[config.mk]
export PLATFORM = sky130hd
export DESIGN_NAME = bridge_arbiter
export DESIGN_NICKNAME = d
export VERILOG_FILES = /design/src/rtl/bridge_arb_pkg.sv /design/src/rtl/arb_req_buf.sv /design/src/rtl/bridge_arbiter.sv
export SDC_FILE = /design/constraint.sdc
export NUM_CORES = 1
export LEC_CHECK = 0
export ABC_CLOCK_PERIOD_IN_PS = 14300
export CORE_ASPECT_RATIO = 0.5
export CORE_UTILIZATION = 50
export CTS_CLUSTER_SIZE = 12
export DETAILED_ROUTE_END_ITERATION = 8
export HOLD_SLACK_MARGIN = 0.1
export PLACE_DENSITY = 0.91
export SETUP_SLACK_MARGIN = 0.15
export SYNTH_ARGS = -nofsm -noshare
export SYNTH_HDL_FRONTEND = slang
export SYNTH_SLANG_ARGS = --single-unit
[constraint.sdc]
create_clock -name clk -period 14.3 [get_ports clk]
set_input_delay 2.145 -clock clk [delete_from_list [all_inputs] [get_ports clk]]
set_output_delay 2.145 -clock clk [all_outputs]
set_load 0.05 [all_outputs]
[src/rtl/bridge_arb_pkg.sv]
// bridge_arb_pkg
// Shared definitions for the two-port bridge arbiter.
//   ADDR_W_DEF / DATA_W_DEF : default request address/data widths
//   NPORTS                  : number of requester ports (fixed at 2)
//   state_t                 : arbiter FSM state encoding
//   req_t                   : one request (r_wb, addr, data_w) at default widths
//   rr_pick                 : round-robin grant selection helper
package bridge_arb_pkg;

  localparam int ADDR_W_DEF = 8;
  localparam int DATA_W_DEF = 64;
  localparam int NPORTS     = 2;

  typedef enum logic [1:0] {
    IDLE  = 2'd0,
    ISSUE = 2'd1,
    WAIT  = 2'd2,
    RESP  = 2'd3
  } state_t;

  typedef struct packed {
    logic                  r_wb;
    logic [ADDR_W_DEF-1:0] addr;
    logic [DATA_W_DEF-1:0] data_w;
  } req_t;

  // Returns the port index to grant. With both buffers full the port that
  // did not win last time is chosen; otherwise the single full one wins.
  function automatic logic rr_pick(input logic full0, input logic full1,
                                   input logic last_grant);
    if (full0 && full1) begin
      return ~last_grant;
    end else if (full0) begin
      return 1'b0;
    end else begin
      return 1'b1;
    end
  endfunction

endpackage

[src/rtl/arb_req_buf.sv]
// arb_req_buf
// One-entry request buffer for a single requester port.
//   clk, rst            : clock, synchronous active-high reset
//   in_valid            : request strobe (dropped while busy)
//   r_wb, addr, data_w  : request fields sampled with in_valid
//   clr                 : empties the buffer (transaction completed)
//   busy                : buffer holds a request (full until cleared)
//   buf_r_wb, buf_addr, buf_data_w : stored request fields
module arb_req_buf
  import bridge_arb_pkg::*;
#(
  parameter int ADDR_W = ADDR_W_DEF,
  parameter int DATA_W = DATA_W_DEF
) (
  input  logic              clk,
  input  logic              rst,
  input  logic              in_valid,
  input  logic              r_wb,
  input  logic [ADDR_W-1:0] addr,
  input  logic [DATA_W-1:0] data_w,
  input  logic              clr,
  output logic              busy,
  output logic              buf_r_wb,
  output logic [ADDR_W-1:0] buf_addr,
  output logic [DATA_W-1:0] buf_data_w
);

  logic              full_reg;
  logic              r_wb_reg;
  logic [ADDR_W-1:0] addr_reg;
  logic [DATA_W-1:0] data_w_reg;

  // The buffer stays full for the whole transaction, so busy also covers
  // the "transaction outstanding" period; clr only arrives while full.
  always_ff @(posedge clk) begin
    if (rst) begin
      full_reg   <= 1'b0;
      r_wb_reg   <= 1'b0;
      addr_reg   <= '0;
      data_w_reg <= '0;
    end else if (clr) begin
      full_reg <= 1'b0;
    end else if (in_valid && !full_reg) begin
      full_reg   <= 1'b1;
      r_wb_reg   <= r_wb;
      addr_reg   <= addr;
      data_w_reg <= data_w;
    end
  end

  assign busy       = full_reg;
  assign buf_r_wb   = r_wb_reg;
  assign buf_addr   = addr_reg;
  assign buf_data_w = data_w_reg;

endmodule

[src/rtl/bridge_arbiter.sv]
// bridge_arbiter
// Arbitrates two single-outstanding requester ports onto one bridge.
//   clk, rst                 : clock, synchronous active-high reset
//   pN_in_valid/r_wb/addr/data_w : port N request (N = 0, 1)
//   pN_busy                  : port N buffer full / transaction outstanding
//   pN_out_valid, pN_data_r  : port N completion pulse and read data
//   br_in_valid/r_wb/addr/data_w : one-cycle request to the bridge
//   br_out_valid, br_data_r  : bridge completion pulse and read data
// Build option: define BRIDGE_ARB_FIXED_PRIO_EN to make port 0 always win
// when both buffers are full; otherwise arbitration is round-robin.
module bridge_arbiter
  import bridge_arb_pkg::*;
#(
  parameter int ADDR_W = ADDR_W_DEF,
  parameter int DATA_W = DATA_W_DEF
) (
  input  logic              clk,
  input  logic              rst,
  input  logic              p0_in_valid,
  input  logic              p0_r_wb,
  input  logic [ADDR_W-1:0] p0_addr,
  input  logic [DATA_W-1:0] p0_data_w,
  output logic              p0_busy,
  output logic              p0_out_valid,
  output logic [DATA_W-1:0] p0_data_r,
  input  logic              p1_in_valid,
  input  logic              p1_r_wb,
  input  logic [ADDR_W-1:0] p1_addr,
  input  logic [DATA_W-1:0] p1_data_w,
  output logic              p1_busy,
  output logic              p1_out_valid,
  output logic [DATA_W-1:0] p1_data_r,
  output logic              br_in_valid,
  output logic              br_r_wb,
  output logic [ADDR_W-1:0] br_addr,
  output logic [DATA_W-1:0] br_data_w,
  input  logic              br_out_valid,
  input  logic [DATA_W-1:0] br_data_r
);

  // Per-port views so the buffers can be generated uniformly.
  logic [NPORTS-1:0] in_valid_vec;
  logic [NPORTS-1:0] r_wb_vec;
  logic [NPORTS-1:0] busy_vec;
  logic [NPORTS-1:0] clr_vec;
  logic [NPORTS-1:0] buf_r_wb_vec;
  logic [ADDR_W-1:0] addr_arr     [NPORTS];
  logic [DATA_W-1:0] data_w_arr   [NPORTS];
  logic [ADDR_W-1:0] buf_addr_arr [NPORTS];
  logic [DATA_W-1:0] buf_data_arr [NPORTS];

  state_t            state_reg;
  logic              grant_reg;
  logic              grant_next;
  logic              req_r_wb_reg;
  logic              br_in_valid_reg;
  logic              br_r_wb_reg;
  logic [ADDR_W-1:0] br_addr_reg;
  logic [DATA_W-1:0] br_data_w_reg;
  logic [NPORTS-1:0] out_valid_reg;
  logic [DATA_W-1:0] data_r_reg [NPORTS];
`ifndef BRIDGE_ARB_FIXED_PRIO_EN
  logic              last_grant_reg;
`endif

  assign in_valid_vec  = {p1_in_valid, p0_in_valid};
  assign r_wb_vec      = {p1_r_wb, p0_r_wb};
  assign addr_arr[0]   = p0_addr;
  assign addr_arr[1]   = p1_addr;
  assign data_w_arr[0] = p0_data_w;
  assign data_w_arr[1] = p1_data_w;

  genvar gi;
  generate
    for (gi = 0; gi < NPORTS; gi++) begin : g_buf
      arb_req_buf #(
        .ADDR_W(ADDR_W),
        .DATA_W(DATA_W)
      ) u_buf (
        .clk        (clk),
        .rst        (rst),
        .in_valid   (in_valid_vec[gi]),
        .r_wb       (r_wb_vec[gi]),
        .addr       (addr_arr[gi]),
        .data_w     (data_w_arr[gi]),
        .clr        (clr_vec[gi]),
        .busy       (busy_vec[gi]),
        .buf_r_wb   (buf_r_wb_vec[gi]),
        .buf_addr   (buf_addr_arr[gi]),
        .buf_data_w (buf_data_arr[gi])
      );
      // The granted buffer empties at the end of the completion cycle, so
      // busy drops the cycle after pN_out_valid.
      assign clr_vec[gi] = (state_reg == RESP) && (grant_reg == 1'(gi));
    end
  endgenerate

  always_comb begin
`ifdef BRIDGE_ARB_FIXED_PRIO_EN
    grant_next = busy_vec[0] ? 1'b0 : 1'b1;
`else
    grant_next = rr_pick(busy_vec[0], busy_vec[1], last_grant_reg);
`endif
  end

  // All bridge/port outputs are registered and forced to zero whenever
  // their valid is low.
  always_ff @(posedge clk) begin
    if (rst) begin
      state_reg       <= IDLE;
      grant_reg       <= 1'b0;
      req_r_wb_reg    <= 1'b0;
      br_in_valid_reg <= 1'b0;
      br_r_wb_reg     <= 1'b0;
      br_addr_reg     <= '0;
      br_data_w_reg   <= '0;
      out_valid_reg   <= '0;
      for (int i = 0; i < NPORTS; i++) data_r_reg[i] <= '0;
`ifndef BRIDGE_ARB_FIXED_PRIO_EN
      last_grant_reg  <= 1'b1;
`endif
    end else begin
      case (state_reg)
        IDLE: begin
          if (|busy_vec) begin
            grant_reg       <= grant_next;
            req_r_wb_reg    <= buf_r_wb_vec[grant_next];
            br_in_valid_reg <= 1'b1;
            br_r_wb_reg     <= buf_r_wb_vec[grant_next];
            br_addr_reg     <= buf_addr_arr[grant_next];
            br_data_w_reg   <= buf_data_arr[grant_next];
            state_reg       <= ISSUE;
          end
        end
        ISSUE: begin
          br_in_valid_reg <= 1'b0;
          br_r_wb_reg     <= 1'b0;
          br_addr_reg     <= '0;
          br_data_w_reg   <= '0;
          state_reg       <= WAIT;
        end
        WAIT: begin
          if (br_out_valid) begin
            out_valid_reg[grant_reg] <= 1'b1;
            data_r_reg[grant_reg]    <= req_r_wb_reg ? br_data_r : '0;
            state_reg                <= RESP;
          end
        end
        RESP: begin
          out_valid_reg         <= '0;
          data_r_reg[grant_reg] <= '0;
`ifndef BRIDGE_ARB_FIXED_PRIO_EN
          last_grant_reg        <= grant_reg;
`endif
          state_reg             <= IDLE;
        end
        default: state_reg <= IDLE;
      endcase
    end
  end

  assign p0_busy      = busy_vec[0];
  assign p1_busy      = busy_vec[1];
  assign p0_out_valid = out_valid_reg[0];
  assign p1_out_valid = out_valid_reg[1];
  assign p0_data_r    = data_r_reg[0];
  assign p1_data_r    = data_r_reg[1];
  assign br_in_valid  = br_in_valid_reg;
  assign br_r_wb      = br_r_wb_reg;
  assign br_addr      = br_addr_reg;
  assign br_data_w    = br_data_w_reg;

endmodule

---- Word-level counts from Yosys, hierarchy flattened ----
Memory sizes are Yosys's and may differ from the RTL's.
Index checks and enable logic that the tools add are counted.
operators by class
  bitwise gates (word level) .............. 7
  mux-type cells .......................... 39
  equal/unequal tests ..................... 5
  magnitude comparators ................... 4
  reduce and logical (&&, ||, !) cells .... 21
operator list
  kind                                                                          number
  64-bit two-way mux                                                            7
  64-bit case mux with 2 select lines                                           1
  64-bit OR reduction                                                           1
  8-bit two-way mux                                                             4
  1-bit two-way mux                                                             18
  8-bit case mux with 2 select lines                                            1
  2-bit AND reduction                                                           6
  2-bit case mux with 4 select lines                                            1
  1-bit logical AND                                                             6
  2-bit two-way mux                                                             3
  2-bit OR reduction                                                            3
  2-bit == test, second input constant                                          2
  1-bit by 2-bit less-than comparator with 1-bit output, second input constant  2
  2-bit != test, second input constant                                          2
  1-bit inverter                                                                4
  1-bit case mux with 2 select lines                                            2
  2-bit case mux with 2 select lines                                            1
  2-bit nonzero test                                                            2
  2-bit by 1-bit == test with 1-bit output, second input constant               1
  2-bit >= comparator, second input constant                                    1
  1-bit zero test                                                               2
  2-bit zero test                                                               1
  1-bit inverter with 2-bit output                                              1
  2-bit OR                                                                      1
  other kinds (3)                                                               3
storage, ports and cells
  memory bits (writable) .................. 128
  memories ................................ 1
  register bits ........................... 229
memories
  name        words  bits a word  read ports  clocked after memory_dff  wr ports  line                  text
  data_r_reg  2      64           2           0                         2         bridge_arbiter.sv:61  logic [DATA_W-1:0] data_r_reg [NPORTS];

---- Longest topological paths before layout ----
  depth after elaboration ................. 8
  gate-level depth with buffers ........... 7
  depth with buffers taken out ............ 6

---- By module ----
A second synthesis with hierarchy kept.
second synthesis, totals
  cells, all modules ...................... 1220
  area, all modules ....................... 14981.9 µm²
by module, submodules not included
  module          sequential area each (µm²)  cells each  area an instance (µm²)  instances
  bridge_arbiter  5465.2                      580         8230.4                  1
  arb_req_buf     1481.4                      320         3375.7                  2

---- Least setup slack after synthesis ----
Ideal clock, no wire load.
  path type ............................... input port to flip-flop
  start ................................... in br_out_valid
  end ..................................... mem data_r_reg[0][0] in the netlist's numbering (enable)
  data arrival time ....................... 6.776 ns
  setup slack ............................. 6.949 ns
  cell stages on the path ................. 2
  path buffers ............................ 0
  setup time .............................. 0.574 ns
  path through ............................ a21oi_1 o21ai_0
RTL lines
  item                line                  text
  start: declaration  bridge_arbiter.sv:37  input logic br_out_valid,
  end: declaration    bridge_arbiter.sv:61

==> results.sh <==
export IMPL_cts_path_max_buffers=3
export IMPL_synth_edff_count=128
export IMPL_async_flop_share_pct=0
export IMPL_setup_viol=0
export IMPL_via_count=10900
export IMPL_avgSynthCellArea_um2=10.9
export IMPL_synth_seq_cells=357
export IMPL_finalCritPeriodShare_pct=34.4
export IMPL_rsz0062_at_grt="no"
export IMPL_worstPathRequired_ns=14.65
export IMPL_cpMostUsedCell="buf_4"
export IMPL_cts_made_buffers=36
export IMPL_endpoint_kind="flip-flop"
export IMPL_cp_max_fo=128
export IMPL_start_util_pct=51.7
export IMPL_drt_met1_wl_um=15000
export IMPL_grt_usage_pct=27.6
export IMPL_finalMaxSlewViolations=0
export IMPL_area_growth_pct=40.2
export IMPL_gp_congestion=0.858
export IMPL_met3WireLength_um=2510
export IMPL_drt_iter0_markers=831
export IMPL_slowest_delay_ns=0.84
export IMPL_final_layout_size_suffix_gt1_share_pct=4.34
export IMPL_pwr_share_comb_pct=26.2
export IMPL_postCtsHoldBufs=0
export IMPL_power_density_nw_per_um2=150
export IMPL_final_setup_skew_ns=0.0168
export IMPL_fp_coreArea_um2=25600
export IMPL_die_h_um=117
export IMPL_synth_seq_area_share_pct=63.5
export IMPL_clk_insertion_delay_late_ns=0.50
export IMPL_post_drt_via_cell_ratio=5.54
export IMPL_antenna_left=0
export IMPL_cts_tree="yes"
export IMPL_grt_max_degree=129
export IMPL_synth_cell_types=35
export IMPL_first_pass_iters=5
export IMPL_cap_viol_max_count=0
export IMPL_setup_slack_ns=9.38
export IMPL_h_tree_depth=2
export IMPL_leakage_nw=7.42
export IMPL_seq_power_share_pct=43.4
export IMPL_ir_worst_vdd_mv=0.0867
export IMPL_netlist_area_leader_share_pct=34.5
export IMPL_multi_input_area_um2=4390
export IMPL_p_switching_w=0.000921
export IMPL_cts_clk_slew_worst_paths_ns=0.06
export IMPL_antenna_found_initial=5
export IMPL_critPathBufInv=4
export IMPL_hold_path_class="flip-flop to flip-flop"
export IMPL_cpLargestDelayFamily="buffers and inverters"
export IMPL_rows=41
export IMPL_grt_pass1_wl_um=58600
export IMPL_tns_ns=0
export IMPL_synth_warnings=0
export IMPL_critical_path_arrival_ns=5.27
export IMPL_synth_area_leaders="dfxtp_1 (35%), edfxtp_1 (29%), nand2_1 (8.3%)"
export IMPL_gr_total_overflow=0
export IMPL_p_int_w=0.00187
export IMPL_fin_nets=1816
export IMPL_cts_root_buf="clkbuf_16"
export IMPL_cp_slowest_cell="buf_4"
export IMPL_crit_start="rst"
export IMPL_relSlewSlack_pct=36.6
export IMPL_ys_flop_type="dfxtp_1"
export IMPL_dp_worst_setup_slack_ns=8.95
export IMPL_num_io_pins=421
export IMPL_clkPwrFrac_pct=30.4
export IMPL_holdCritStartpoint="g_buf[1].u_buf.buf_data_w[42]"
export IMPL_synth_nets=1440
export IMPL_dp_hpwl_um=25700
export IMPL_status="finished, final reports clean"
export IMPL_ctsResizeCount=0
export IMPL_fmax_mhz=203
export IMPL_synthCells=1221
export IMPL_first_global_vias=10700
export IMPL_dieArea_um2=27200
export IMPL_synth_common_cells="nand2_1 (294), dfxtp_1 (229), a21oi_1 (153)"
export IMPL_syn_area_um2=13300
export IMPL_max_slew_worst_pin_slew_ns=0.951
export IMPL_top_layer_used="met4"
export IMPL_start_kind="input pin"
export IMPL_yosysMostFrequentCell="nand2_1"
export IMPL_cts_sinks=357
export IMPL_r2r_start="state_reg[0]"
export IMPL_p_sw_share_pct=33.0
export IMPL_crit_type="input pin to flip-flop"
export IMPL_port_buffers=420
export IMPL_post_cts_repair_setup_buffers=0
export IMPL_min_period_ns=4.92
export IMPL_worstPathCellList="buf_4, buf_4, inv_1, a21boi_4, buf_4, and3_1"
export IMPL_regArea_um2=8430
export IMPL_routed_wirelength_um=39400
export IMPL_hold_violations=0
export IMPL_yosysTopAreaCell="dfxtp_1"
export IMPL_route_met2_wl_um=20300
export IMPL_nFillCells=1691
export IMPL_wire_per_inst_um=20.1
export IMPL_route_detailed_drc=0
export IMPL_die_w_um=232
[final timing paths]
kind / depth (start not counted) / endpoint / slack (ns)
worst max-delay path: 6 / data_r_reg[1][29] / 9.38
worst min-delay path: 2 / g_buf[1].u_buf.buf_data_w[42] / 0.45
worst max register to register: 6 / g_buf[0].u_buf.buf_addr[4] / 11.64
worst min register to register: 2 / g_buf[1].u_buf.buf_data_w[42] / 0.45
[cell usage in the layout (no fill, tap or decap), types with 2 or more instances in the layout]
cell type,count
ha_1,4
buf_4,15
diode_2,6
clkbuf_8,2
clkbuf_1,13
o21ai_4,3
and3_1,128
dfxtp_1,229
o2bb2ai_1,73
nor3_4,2
clkdlybuf4s50_1,419
a21oi_1,153
o21ai_0,3
mux2i_1,74
edfxtp_1,128
clkbuf_16,37
nand2_1,293
a31oi_1,2
nor2_1,10
inv_1,6
[metrics by stage]
stage / hold slack [ns] / instance area (um2) / cells / util (%) / total power [W]
4_1_cts: 0.455 / 18600 / 1956 / 72.5 / 0.00280
2_1_floorplan: 0.436 / 13300 / 1221 / - / 0.00170
3_5_place_dp: 0.446 / 17600 / 1903 / 68.5 / 0.00196
5_1_grt: 0.467 / 18600 / 1961 / 72.5 / 0.00289
3_3_place_gp: 0.441 / 17600 / 1903 / 68.5 / 0.00194
6_report: 0.453 / 18600 / 1962 / 72.5 / 0.00279
[layout make-up]
cell class | count | share of cell area, %
flip-flops and latches | 357 | 45.3
multi-input cells | 761 | 23.6
repair buffers | 434 | 23.1
clock buffers | 52 | 5.39
well taps | 344 | 2.31
inverters | 7 | 0.141
diodes | 6 | 0.0807
clock inverters | 1 | 0.0605
[cell families (layout without fill, tap and decap cells)]
kind of cell	after synthesis	after routing	synth area share [%]
multiplexers	74	74	5.58
flip-flops	357	357	63.5
adder cells (fa/ha/maj)	4	4	0.377
buffers and inverters	103	494	4.03
AND/OR/NAND/NOR	443	443	15.2
AO/OA/AOI/OAI	240	240	11.3
other	0	6	0
[power by group through the flow]
stage               sequential, W  clock (W)  combinational [W]
floorplan                 0.00145          0           0.000250
global placement          0.00123          0           0.000713
detailed placement        0.00123          0           0.000723
CTS                       0.00121   0.000858           0.000729
global route              0.00122   0.000899           0.000770
finish                    0.00121   0.000850           0.000731
[routing by layer]
metal	track usage, %	vias up
met4	13.9	0
li1	-	5030
met5	0	-
met2	49.5	454
met1	32.3	5280
met3	4.99	110
[worst reg2reg max path, stage by stage, from the launching register on]
cell	delay, ns
dfxtp_1	0.35
ha_1	0.34
nor2b_2	0.23
nor3b_2	0.58
buf_4	0.72
nand2_1	0.20
a21oi_1	0.16
Note: power is estimated with default switching activity, not from simulation.
